==> src/rtl/perf_counter_sampler.sv <==
// perf_counter_sampler: walks the MMIO counter select, captures each value and streams it out over valid/ready.
// Define PERF_SAMPLER_CLEAR_EN to follow each accepted word with a one-cycle MMIO_write clear of that counter.
module perf_counter_sampler #(
    parameter int NUM_CTRS = 11,
    parameter int SETTLE   = 1
) (
    input  logic        clk,
    input  logic        rst_n,
    input  logic        start,
    output logic        busy,
    output logic        done,
    output logic [3:0]  counter,
    output logic        MMIO_read,
    output logic        MMIO_write,
    input  logic [15:0] ctr_data,
    output logic        out_valid,
    input  logic        out_ready,
    output logic [15:0] out_data,
    output logic [3:0]  out_idx,
    output logic        out_last
);
    localparam int WW = SETTLE > 1 ? $clog2(SETTLE) : 1;
    localparam logic [WW-1:0] WAIT_LAST = WW'(SETTLE - 1);
    localparam logic [3:0] IDX_LAST = 4'(NUM_CTRS - 1);
`ifdef PERF_SAMPLER_CLEAR_EN
    typedef enum logic [2:0] {IDLE, SELECT, SEND, CLEAR, FIN} state_t;
`else
    typedef enum logic [2:0] {IDLE, SELECT, SEND, FIN} state_t;
`endif
    state_t        state;
    logic [3:0]    idx;
    logic [WW-1:0] wcnt;
    logic          adv;
`ifdef PERF_SAMPLER_CLEAR_EN
    logic clr_q;
    assign adv = state == CLEAR;
    assign MMIO_write = clr_q;
`else
    assign adv = state == SEND && out_ready;
    assign MMIO_write = 1'b0;
`endif
    always_ff @(posedge clk or negedge rst_n) begin
        if (!rst_n) begin
            state     <= IDLE;
            idx       <= '0;
            wcnt      <= '0;
            busy      <= 1'b0;
            done      <= 1'b0;
            counter   <= '0;
            MMIO_read <= 1'b0;
            out_valid <= 1'b0;
            out_data  <= '0;
            out_idx   <= '0;
            out_last  <= 1'b0;
`ifdef PERF_SAMPLER_CLEAR_EN
            clr_q     <= 1'b0;
`endif
        end else begin
            done <= 1'b0;
            case (state)
                IDLE: if (start) begin
                    state     <= SELECT;
                    idx       <= '0;
                    wcnt      <= '0;
                    counter   <= '0;
                    busy      <= 1'b1;
                    MMIO_read <= 1'b1;
                end
                SELECT: if (wcnt == WAIT_LAST) begin
                    out_data  <= ctr_data;
                    out_idx   <= idx;
                    out_last  <= idx == IDX_LAST;
                    out_valid <= 1'b1;
                    MMIO_read <= 1'b0;
                    state     <= SEND;
                end else begin
                    wcnt <= wcnt + 1'b1;
                end
                SEND: if (out_ready) begin
                    out_valid <= 1'b0;
`ifdef PERF_SAMPLER_CLEAR_EN
                    state     <= CLEAR;
                    clr_q     <= 1'b1;
`endif
                end
`ifdef PERF_SAMPLER_CLEAR_EN
                CLEAR: clr_q <= 1'b0;
`endif
                FIN: begin
                    state   <= IDLE;
                    counter <= '0;
                end
                default: state <= IDLE;
            endcase
            // Shared tail of SEND (or CLEAR): finish the pass or select the next counter.
            if (adv) begin
                if (out_last) begin
                    state <= FIN;
                    busy  <= 1'b0;
                    done  <= 1'b1;
                end else begin
                    state     <= SELECT;
                    idx       <= idx + 4'd1;
                    counter   <= idx + 4'd1;
                    wcnt      <= '0;
                    MMIO_read <= 1'b1;
                end
            end
        end
    end
endmodule
==> config.mk <==
export PLATFORM = sky130hd
export DESIGN_NAME = perf_counter_sampler
export DESIGN_NICKNAME = d
export VERILOG_FILES = /design/src/rtl/perf_counter_sampler.sv
export SDC_FILE = /design/constraint.sdc
export NUM_CORES = 1
export LEC_CHECK = 0
export BUFFER_PORTS_ARGS = -buffer_cell sky130_fd_sc_hd__buf_2
export CAP_MARGIN = 20
export CORE_ASPECT_RATIO = 0.9
export CORE_UTILIZATION = 53
export CTS_CLUSTER_DIAMETER = 80
export DETAILED_ROUTE_END_ITERATION = 8
export HOLD_SLACK_MARGIN = 0.06
export PLACE_DENSITY_LB_ADDON = 0.2
export SLEW_MARGIN = 30
export SYNTH_ARGS = -nofsm -noshare
export SYNTH_HDL_FRONTEND = slang
export SYNTH_SLANG_ARGS = --single-unit
==> constraint.sdc <==
create_clock -name clk -period 3.5 [get_ports clk]
set_input_delay 0.875 -clock clk [delete_from_list [all_inputs] [get_ports clk]]
set_output_delay 0.875 -clock clk [all_outputs]
set_load 0.005 [all_outputs]
==> results of run 1 <==
[kinds of logic (layout without fill, tap and decap cells)]
group                    Yosys count  in the layout
AO/OA/AOI/OAI                     23             23
XOR/XNOR                           2              2
adder cells (fa/ha/maj)            6              6
buffers and inverters             10             60
flip-flops                        36             36
other                              1              1
AND/OR/NAND/NOR                   78             78
[stage by stage]
stage / setup slack, ns / total power, mW / hold WS (ns) / instance area, µm²
final: 1.64 / 1.48 / 0.478 / 1860
after global routing: 1.48 / 1.61 / 0.503 / 1860
after CTS: 1.65 / 1.50 / 0.483 / 1860
after detailed placement: 1.56 / 1.26 / 0.457 / 1790
after global placement: 1.65 / 1.22 / 0.452 / 1790
after floorplan: 1.97 / 1.04 / 0.470 / 1540
[area by class of cell]
class,instances,area (µm²),share of cell area
inverter,3,11.3,0.00607
clock inverter,2,10.0,0.00539
multi-input combinational,110,584,0.315
timing repair buffer,49,248,0.134
clock buffer,6,51.3,0.0276
sequential,36,901,0.486
tap,40,50.0,0.0270
[worst max-delay path: cells and delay by family (launching register included)]
kind | cells | cell delay, ns
AOI/OAI and AO/OA | 2 | 0.49
DFF | 1 | 0.44
and+or+nand+nor | 1 | 0.37
adders and majority gates | 1 | 0.33
buffers and inverters | 1 | 0.12
[sequential cells by signal, summed over array words and instances, names as in the netlist]
register,flops
out_data,16
done,1
out_valid,1
MMIO_read,1
wcnt,1
out_last,1
idx,4
state,2
out_idx,4
counter,4
busy,1
[synthesized netlist by cell type (all sizes together)]
master and n:
nand2 62, dfrtp 36, buf 7, nor2 7, ha 6, o2bb2ai 5
a21o 4, a21oi 4, a211oi 3, inv 3, nor2b 3, o31ai 3
a21boi 1, and3 1, conb 1, nand2b 1, nand3 1, nand3b 1
nor3b 1, o211a 1, o21a 1, o21ai 1, or3b 1, xnor2 1
xor2 1
[per-layer routing]
metal	GRT usage	vias up	routed length, µm
li1	-	601	-
met1	0.268	596	1340
met2	0.356	33	1460
met3	0.0538	8	134
met4	0.107	0	59
met5	0	-	0
[power by group through the flow]
stage	clock (mW)	sequential, mW	combinational [mW]
2_1_floorplan	0	0.668	0.376
3_3_place_gp	0	0.655	0.569
3_5_place_dp	0	0.661	0.603
4_1_cts	0.240	0.654	0.604
5_1_grt	0.251	0.672	0.686
6_report	0.234	0.652	0.593
[worst max path at each step]
stage | from | slack (ns) | cells past startpoint | endpoint
final | state[0] | 1.64 | 5 | idx[0]
after global routing | state[1] | 1.48 | 5 | MMIO_read
after CTS | state[0] | 1.65 | 5 | idx[0]
after detailed placement | out_ready | 1.56 | 4 | idx[3]
after global placement | out_ready | 1.65 | 4 | idx[0]
after floorplan | out_ready | 1.97 | 4 | counter[0]
==> results.md, run 1 <==
* Status: complete, no violations
* Num CTS Buffers at 5
* Filler cells at between 200 and 250
* Placed insts at roughly 240
* Synthesized net count at approximately 180
* Combinational share of power at 0.401
* Final Hold Fails at 0
* #FFs+latches synth at 36
* Vias per Instance at 5.03
* Commonest non-fill, non-tap cell in the layout: nand2_1
* MaxCap Viol Count at 0
* Compound-gate portion of the synthesized area at 0.110
* Distinct cells, synth at 26
* Top-area cell type share of the netlist area at 0.585
* Switch share at 0.383
* Core Rows at 18
* Die Area at 3120 µm²
* DIE HEIGHT at 53.1 µm
* Crit-path cells: inv_1 -> ha_1 -> nand3b_1 -> a21boi_1 -> a21o_1
* Initial Utilization at 0.560
* Cell leakage power at roughly 1.1 nW
* Layout cells sized above 1 at 0.277
* Core Box Area at 2750 µm²
* Worst R2R Start: state[0]
* Most frequent cells in the layout: 62 x nand2_1, 48 x buf_2, 36 x dfrtp_1
* Clock Power Share at 0.158
* Sink Count at 36
* Cell count after synthesis at 156
* CP endpoint kind: flip-flop
* Worst setup path class: flip-flop to flip-flop
* R2r endpoint: idx[0]
* Pwr Density at 797 nW/µm²
* FMAX at 0.537 GHz
* Setup TNS at 0 ns
* Crit path max fanout at 11
* Xor/xnor share of the synthesized area at 0.0114
* Post-layout util at 0.675
* Beginning of the worst hold path: out_data[9]
* Register share of total power at 0.441
* Synth area leader: dfrtp_1
* Max Slew Vio Count at 0
* Ys Warns at 0
* Final ANT Viol Nets at 0
* GR Overflow Total at 0
* Largest family of logic cells by synthesized area: simple AND/OR/NAND/NOR gates
* Starting DRT DRC Count at 51
* IO Count at 50
* Int Pwr at just over 0.9 mW
* Fin crit share at 0.532
* Input/output buffers at 48
* Total wire length at 2990 µm
* Slew HR at 0.443
* First-pass GRT wire length at ~4900 µm
* Crit path required time at 3.74 ns
* Clk_lat worst skew at 0.34 ns
* Antenna violations before repair at 0
* ANT cells at 0
* Sequential-to-total area share from yosys stat at 0.585
* Fin cells at 246
* Post-Synth Adder-Cell Area at 0.0488
* Post-CTS setup buffers at 0
* Critical path's slowest cell: dfrtp_1
* Slowest Stage Delay on Critical Path at about 0.44 ns
* Global Route Usage Sum at 0.217
* CTS tree: done
* Wire per inst at roughly 12 µm
* Fin Clk Skew at 0.0123 ns
* Final net count at 231
* Simple-Gate Fraction of Synth Area at 0.207
* Clock H-tree levels at 2
* Hold Crit Class: flip-flop to flip-flop
* DR DRC count at 0
* Synthesized area per cell at 9.87 µm²
* Detailed Place HPWL at between 2000 and 2500 µm
* Switch Pwr at 0.567 mW
* Routability cong. at 0.759
* Vias at 1238
* Max rail drop VDD at between 0.3 and 0.4 mV
* Clock root cell: clkbuf_4
* Hold Path Depth at 2
* Hold Path End: out_data[9]
* Startpoint Class: flip-flop
* Hold Buf Count CTS at 0
* PostCTS Resize Cnt at 0
* Worst slew pin tran at approximately 0.84 ns
* Die X at 58.8 µm
* R2R depth at 5
* Mux share of post-synthesis cell area at 0
* Clock slew at reported path FFs at ~0.11 ns
* Minimum clock period after layout at 1.86 ns
* Area contributors post-synth: dfrtp_1 59%, nand2_1 15%, ha_1 4.9%
* Vias in the first global route at 1102
* Pin count of the biggest net entering global routing at 37
* RSZ-0062 raised after global routing: false
* Setup Viol. Count Final at 0
* R2R setup slack at 1.64 ns
* Area delta synth->final at 20.6%
* Pre-antenna DRT Iters at 4
* CTS Buffer Depth at 2
* Netlist Area Pre-Place at about 1500 µm²
* Critical Path AT at 2.10 ns
No activity file was read; power rests on OpenSTA's default activity.
==> inputs of run 2 (changes only) <==
--- a/config.mk
+++ b/config.mk
@@ -8,7 +8,7 @@
 export BUFFER_PORTS_ARGS = -buffer_cell sky130_fd_sc_hd__buf_2
 export CAP_MARGIN = 20
 export CORE_ASPECT_RATIO = 0.9
-export CORE_UTILIZATION = 53
+export CORE_UTILIZATION = 44
 export CTS_CLUSTER_DIAMETER = 80
 export DETAILED_ROUTE_END_ITERATION = 8
 export HOLD_SLACK_MARGIN = 0.06
==> constraint.sdc (replaced) <==
create_clock -name clk -period 1.62 [get_ports clk]
set_input_delay 0.405 -clock clk [delete_from_list [all_inputs] [get_ports clk]]
set_output_delay 0.405 -clock clk [all_outputs]
set_load 0.005 [all_outputs]
==> results.md, run 2 (synthesis gave the netlist of run 1 again) <==
* Status: complete, no violations
* Vias per Instance at 4.78 (-5.0%)
* Antenna violations before repair at 0 (unchanged)
* IO Count at 50 (unchanged)
* Max Slew Vio Count at 0 (unchanged)
* Detailed Place HPWL at 2370 µm (+12%)
* Switch Pwr at 1.24 mW (+120%)
* Dpl cell area at 1850 µm² (+3.3%)
* Clock Power Share at 0.184 (+0.026)
* Clock root cell: clkbuf_8
* R2R depth at 5 (unchanged)
* Cell leakage power at 1.11 nW (+4.3%)
* CP endpoint kind: flip-flop
* Pre-antenna DRT Iters at 4 (unchanged)
* Crit path required time at 1.84 ns (-1.90 ns)
* Most frequent cells in the layout: 62 x nand2_1, 48 x buf_2, 36 x dfrtp_1
* PostCTS Resize Cnt at 0 (unchanged)
* Commonest non-fill, non-tap cell in the layout: nand2_1
* R2r endpoint: idx[2]
* Area delta synth->final at 26.5%
* DIE HEIGHT at 58.1 µm (+9.4%)
* MaxCap Viol Count at 0 (unchanged)
* RSZ-0062 raised after global routing: false
* FMAX at 0.671 GHz (+25%)
* Largest register FFs at 16 (unchanged)
* Starting DRT DRC Count at 51 (unchanged)
* Register share of total power at 0.413 (-0.028)
* Num CTS Buffers at 5 (unchanged)
* Hold_ws at 0.0654 ns (-0.413 ns)
* Filler cells at 287 (+17%)
* Worst setup path class: flip-flop to flip-flop
* Die Area at 3740 µm² (+20%)
* Max rail drop VDD at 0.970 mV (+140%)
* Wire per inst at 12.1 µm (-0.52%)
* Total wire length at 3070 µm (+2.7%)
* Clock H-tree levels at 2 (unchanged)
* Pin count of the biggest net entering global routing at 20 (-46%)
* Crit path max fanout at 5 (-6)
* CTS tree: done
* Fin crit share at 0.921 (+0.389)
* First-pass GRT wire length at 5250 µm (+8.1%)
* Initial Utilization at 0.483 (-0.0770)
* Die X at 64.3 µm (+9.4%)
* Clock slew at reported path FFs at 0.07 ns (-0.04 ns)
* Vias at 1214 (-1.9%)
* Final Cell Area at 1950 µm² (+4.9%)
* Combinational share of power at 0.402 (about the same)
* Core Rows at 19 (+1)
* Final ANT Viol Nets at 0 (unchanged)
* Worst R2R Start: state[0]
* Pwr Density at 1760 nW/µm² (+120%)
* Setup Viol. Count Final at 0 (unchanged)
* Switch share at 0.362 (-0.0209)
* Int Pwr at 2.18 mW (+140%)
* Critical Path AT at 1.71 ns (-0.39 ns)
* Final Hold Fails at 0 (unchanged)
* R2R setup slack at 0.13 ns (-1.51 ns)
* Minimum clock period after layout at 1.49 ns (-0.371 ns)
* Placed insts at 246 (+3.4%)
* Register area at 901 µm² (unchanged)
* Biggest register: out_data
* Post-layout util at 0.611 (-0.0642)
* Startpoint Class: flip-flop
* Final net count at 237 (+2.6%)
* Fin cells at 254 (+3.3%)
* Clk_lat worst skew at 0.28 ns (-0.06 ns)
* Layout cells sized above 1 at 0.297 (+0.0205)
* Hold Buf Count CTS at 0 (unchanged)
* Fin Clk Skew at 0.00728 ns (-0.00498 ns)
* Vias in the first global route at 1173 (+6.4%)
* Routability cong. at 0.851 (+12%)
* ANT cells at 0 (unchanged)
* CTS Buffer Depth at 2 (unchanged)
* Input/output buffers at 48 (unchanged)
* Sink Count at 36 (unchanged)
* Hold Crit Class: primary input to asynchronous set/reset pin
* GR Overflow Total at 0 (unchanged)
* Multi-input gate area at 584 µm² (unchanged)
* Setup TNS at 0 ns (unchanged)
* Core Box Area at 3190 µm² (+16%)
* Post-CTS setup buffers at 0 (unchanged)
* DR DRC count at 0 (unchanged)
* Global Route Usage Sum at 0.186 (-0.0314)
## run 2: cell count changes in the layout (fill, tap and decap cells not counted)
cell,delta
buf_4,+5
buf_12,+1
clkbuf_4,-5
clkbuf_8,+5
## run 2: per-layer routing
metal | GRT usage | share of wire | routed length (µm) | up-vias
li1 | - | - | - | 615
met3 | 0.0669 | 0.061 | 188 | 3
met5 | 0 | 0 | 0 | -
met1 | 0.224 | 0.46 | 1410 | 560
met4 | 0.0286 | 0.0059 | 18 | 0
met2 | 0.326 | 0.47 | 1460 | 36
## run 2: power by group through the flow
| stage | Clock [mW] | Combinational, mW | Sequential [mW] |
|---|---|---|---|
| 3_5_place_dp | 0 | 1.40 | 1.43 |
| 2_1_floorplan | 0 | 0.812 | 1.44 |
| 3_3_place_gp | 0 | 1.34 | 1.41 |
| 4_1_cts | 0.651 | 1.41 | 1.42 |
| 6_report | 0.631 | 1.38 | 1.41 |
| 5_1_grt | 0.688 | 1.57 | 1.46 |
## run 2: worst max-delay path, stage by stage (launching register included)
cell	delay, ns
dfrtp_1	0.40
inv_1	0.10
ha_1	0.23
nand3b_1	0.18
a21boi_1	0.34
a21o_1	0.17
## run 2: cell type report
type	count	share of cell area
multi-input combinational	110	0.300
sequential	36	0.463
clock buffer	6	0.0424
inverter	3	0.00578
tap	42	0.0270
timing repair buffer	55	0.157
clock inverter	2	0.00514
## run 2: how the worst max path moves through the flow
stage                         from         end  slack (ns)  depth (start not counted)
final                     state[0]      idx[2]        0.13                          5
after global routing      state[0]      idx[2]        0.03                          5
after CTS                 state[0]      idx[2]        0.14                          5
after detailed placement  state[0]      idx[1]        0.15                          5
after global placement    state[1]    out_last        0.23                          5
after floorplan           state[0]  counter[0]        0.21                          7
## run 2: metrics by stage
stage / power, mW / worst slack [ns]
after floorplan: 2.25 / 0.209
after global routing: 3.72 / 0.0272
after global placement: 2.75 / 0.226
after detailed placement: 2.83 / 0.155
final: 3.42 / 0.129
after CTS: 3.48 / 0.137
==> inputs of run 3 (changes only) <==
--- a/config.mk
+++ b/config.mk
@@ -12,7 +12,7 @@
 export CTS_CLUSTER_DIAMETER = 80
 export DETAILED_ROUTE_END_ITERATION = 8
 export HOLD_SLACK_MARGIN = 0.06
-export PLACE_DENSITY_LB_ADDON = 0.2
+export PLACE_DENSITY = 0.74
 export SLEW_MARGIN = 30
 export SYNTH_ARGS = -nofsm -noshare
 export SYNTH_HDL_FRONTEND = slang
==> results.md, run 3 (synthesis gave the netlist of run 1 again) <==
* Startpoint Class: flip-flop
* Crit path max fanout at 4 (-1)
* Pwr Density at 1750 nW/µm² (-0.21%)
* Fin crit share at 0.914 (-0.00696)
* Detailed Place HPWL at 2260 µm (-4.9%)
* Core Rows at 19 (unchanged)
* Fin cells at 253 (-0.39%)
* Worst Setup SP: state[0]
* Met3 wire len at 219 µm (+16%)
* Pin count of the biggest net entering global routing at 37 (+85%)
* Input/output buffers at 48 (unchanged)
* R2R setup slack at 0.14 ns (about the same)
* Vias at 1254 (+3.3%)
* Final net count at 237 (unchanged)
* Fin Clk Skew at 0.00338 ns (-0.00390 ns)
* CP endpoint kind: flip-flop
* Placed insts at 246 (unchanged)
* MaxCap Viol Count at 0 (unchanged)
* Die X at 64.3 µm (unchanged)
* Commonest non-fill, non-tap cell in the layout: nand2_1
* GR Overflow Total at 0 (unchanged)
* R2r endpoint: state[1]
* Die Area at 3740 µm² (unchanged)
* WL met2 at 1420 µm (-2.7%)
* Worst R2R Start: state[0]
* R2R depth at 5 (unchanged)
* Area delta synth->final at 25.0%
* Setup Viol. Count Final at 0 (unchanged)
* ANT cells at 0 (unchanged)
* Clock root cell: clkbuf_8
* CTS Buffer Depth at 2 (unchanged)
* Worst setup path class: flip-flop to flip-flop
* Antenna violations before repair at 0 (unchanged)
* CTS tree: done
* Hold Buf Count CTS at 0 (unchanged)
* IO Count at 50 (unchanged)
* Hold_ws at 0.149 ns (+0.0840 ns)
* Wire per inst at 12.0 µm (-0.55%)
* Routability cong. at 0.789 (-7.3%)
* Layout cells sized above 1 at 0.294 (-0.00333)
* Status: complete, no violations
* RSZ-0062 raised after global routing: false
* Num CTS Buffers at 5 (unchanged)
* Clock slew at reported path FFs at 0.06 ns (about the same)
* Met1 wire length at 1370 µm (-2.9%)
* Final ANT Viol Nets at 0 (unchanged)
* Largest register FFs at 16 (unchanged)
* Max rail drop VDD at 0.911 mV (-6.1%)
* Minimum clock period after layout at 1.48 ns (-0.0113 ns)
* Crit path required time at 1.83 ns (about the same)
* Critical Path AT at 1.69 ns (-0.02 ns)
* Dpl ws at 0.142 ns (-0.0126 ns)
* Vias in the first global route at 1162 (-0.94%)
* Clock H-tree levels at 2 (unchanged)
* Hold Crit Class: primary input to asynchronous set/reset pin
* Core Box Area at 3190 µm² (unchanged)
* Total wire length at 3040 µm (-0.94%)
* Biggest register: out_data
* FMAX at 0.676 GHz (+0.76%)
* DR DRC count at 0 (unchanged)
* Global Route Usage Sum at 0.184 (-0.00144)
* DIE HEIGHT at 58.1 µm (unchanged)
* Setup TNS at 0 ns (unchanged)
* First-pass GRT wire length at 5120 µm (-2.5%)
* Most frequent cells in the layout: 62 x nand2_1, 48 x buf_2, 36 x dfrtp_1
* Initial Utilization at 0.483 (unchanged)
* Post-layout util at 0.604 (-0.00746)
* Worst setup margin at 0.140 ns (+0.0113 ns)
* Sink Count at 36 (unchanged)
* Max Slew Vio Count at 0 (unchanged)
* Cell leakage power at 1.10 nW (-1.2%)
* Top Metal Used: met4
* Starting DRT DRC Count at 53 (+3.9%)
* Clk_lat worst skew at 0.29 ns (about the same)
* Final Hold Fails at 0 (unchanged)
* Vias per Instance at 4.96 (+3.7%)
* Pre-antenna DRT Iters at 4 (unchanged)
==> run 3: report_power, final <==
part	total, mW	internal (mW)	leakage [nW]	switching (mW)
Sequential	1.42	1.22	0.459	0.193
Clock	0.586	0.292	0.0410	0.294
Combinational	1.37	0.618	0.597	0.753
==> run 3: cell type report <==
cell class,instances,area [µm²]
Sequential cell,36,901
Clock buffer,6,72.6
Tap cell,42,52.6
Fill cell,297,1260
Timing Repair Buffer,55,293
Clock inverter,1,5.00
Multi-Input combinational cell,110,588
Inverter,3,11.3
==> run 3: how the worst max path moves through the flow <==
stage / end / cells after the start
floorplan: counter[0] / 7
global placement: out_idx[2] / 6
detailed placement: idx[1] / 5
CTS: idx[1] / 5
global route: state[1] / 5
finish: state[1] / 5
==> run 3: critical path: stages, from the launching register on <==
cell     delay (ns)
dfrtp_1        0.39
inv_1          0.10
ha_1           0.25
nor2b_1        0.18
or3b_1         0.35
a21oi_1        0.14
==> run 3: per-stage QoR <==
step	cell area, µm²	total power [mW]
floorplan	1540	2.25
global placement	1840	2.74
detailed placement	1840	2.81
CTS	1920	3.41
global route	1920	3.67
finish	1920	3.37
==> run 3: timing repair <==
action                     in CTS  in global routing
gates resized for setup         0                  1
setup endpoints to repair       0                  1
setup buffers                   0                  0
==> run 3: metal layers <==
layer  track usage  vias to the layer above
met2         0.295                       45
met5             0                        -
met3        0.0650                        3
li1              -                      612
met1         0.236                      594
met4        0.0571                        0
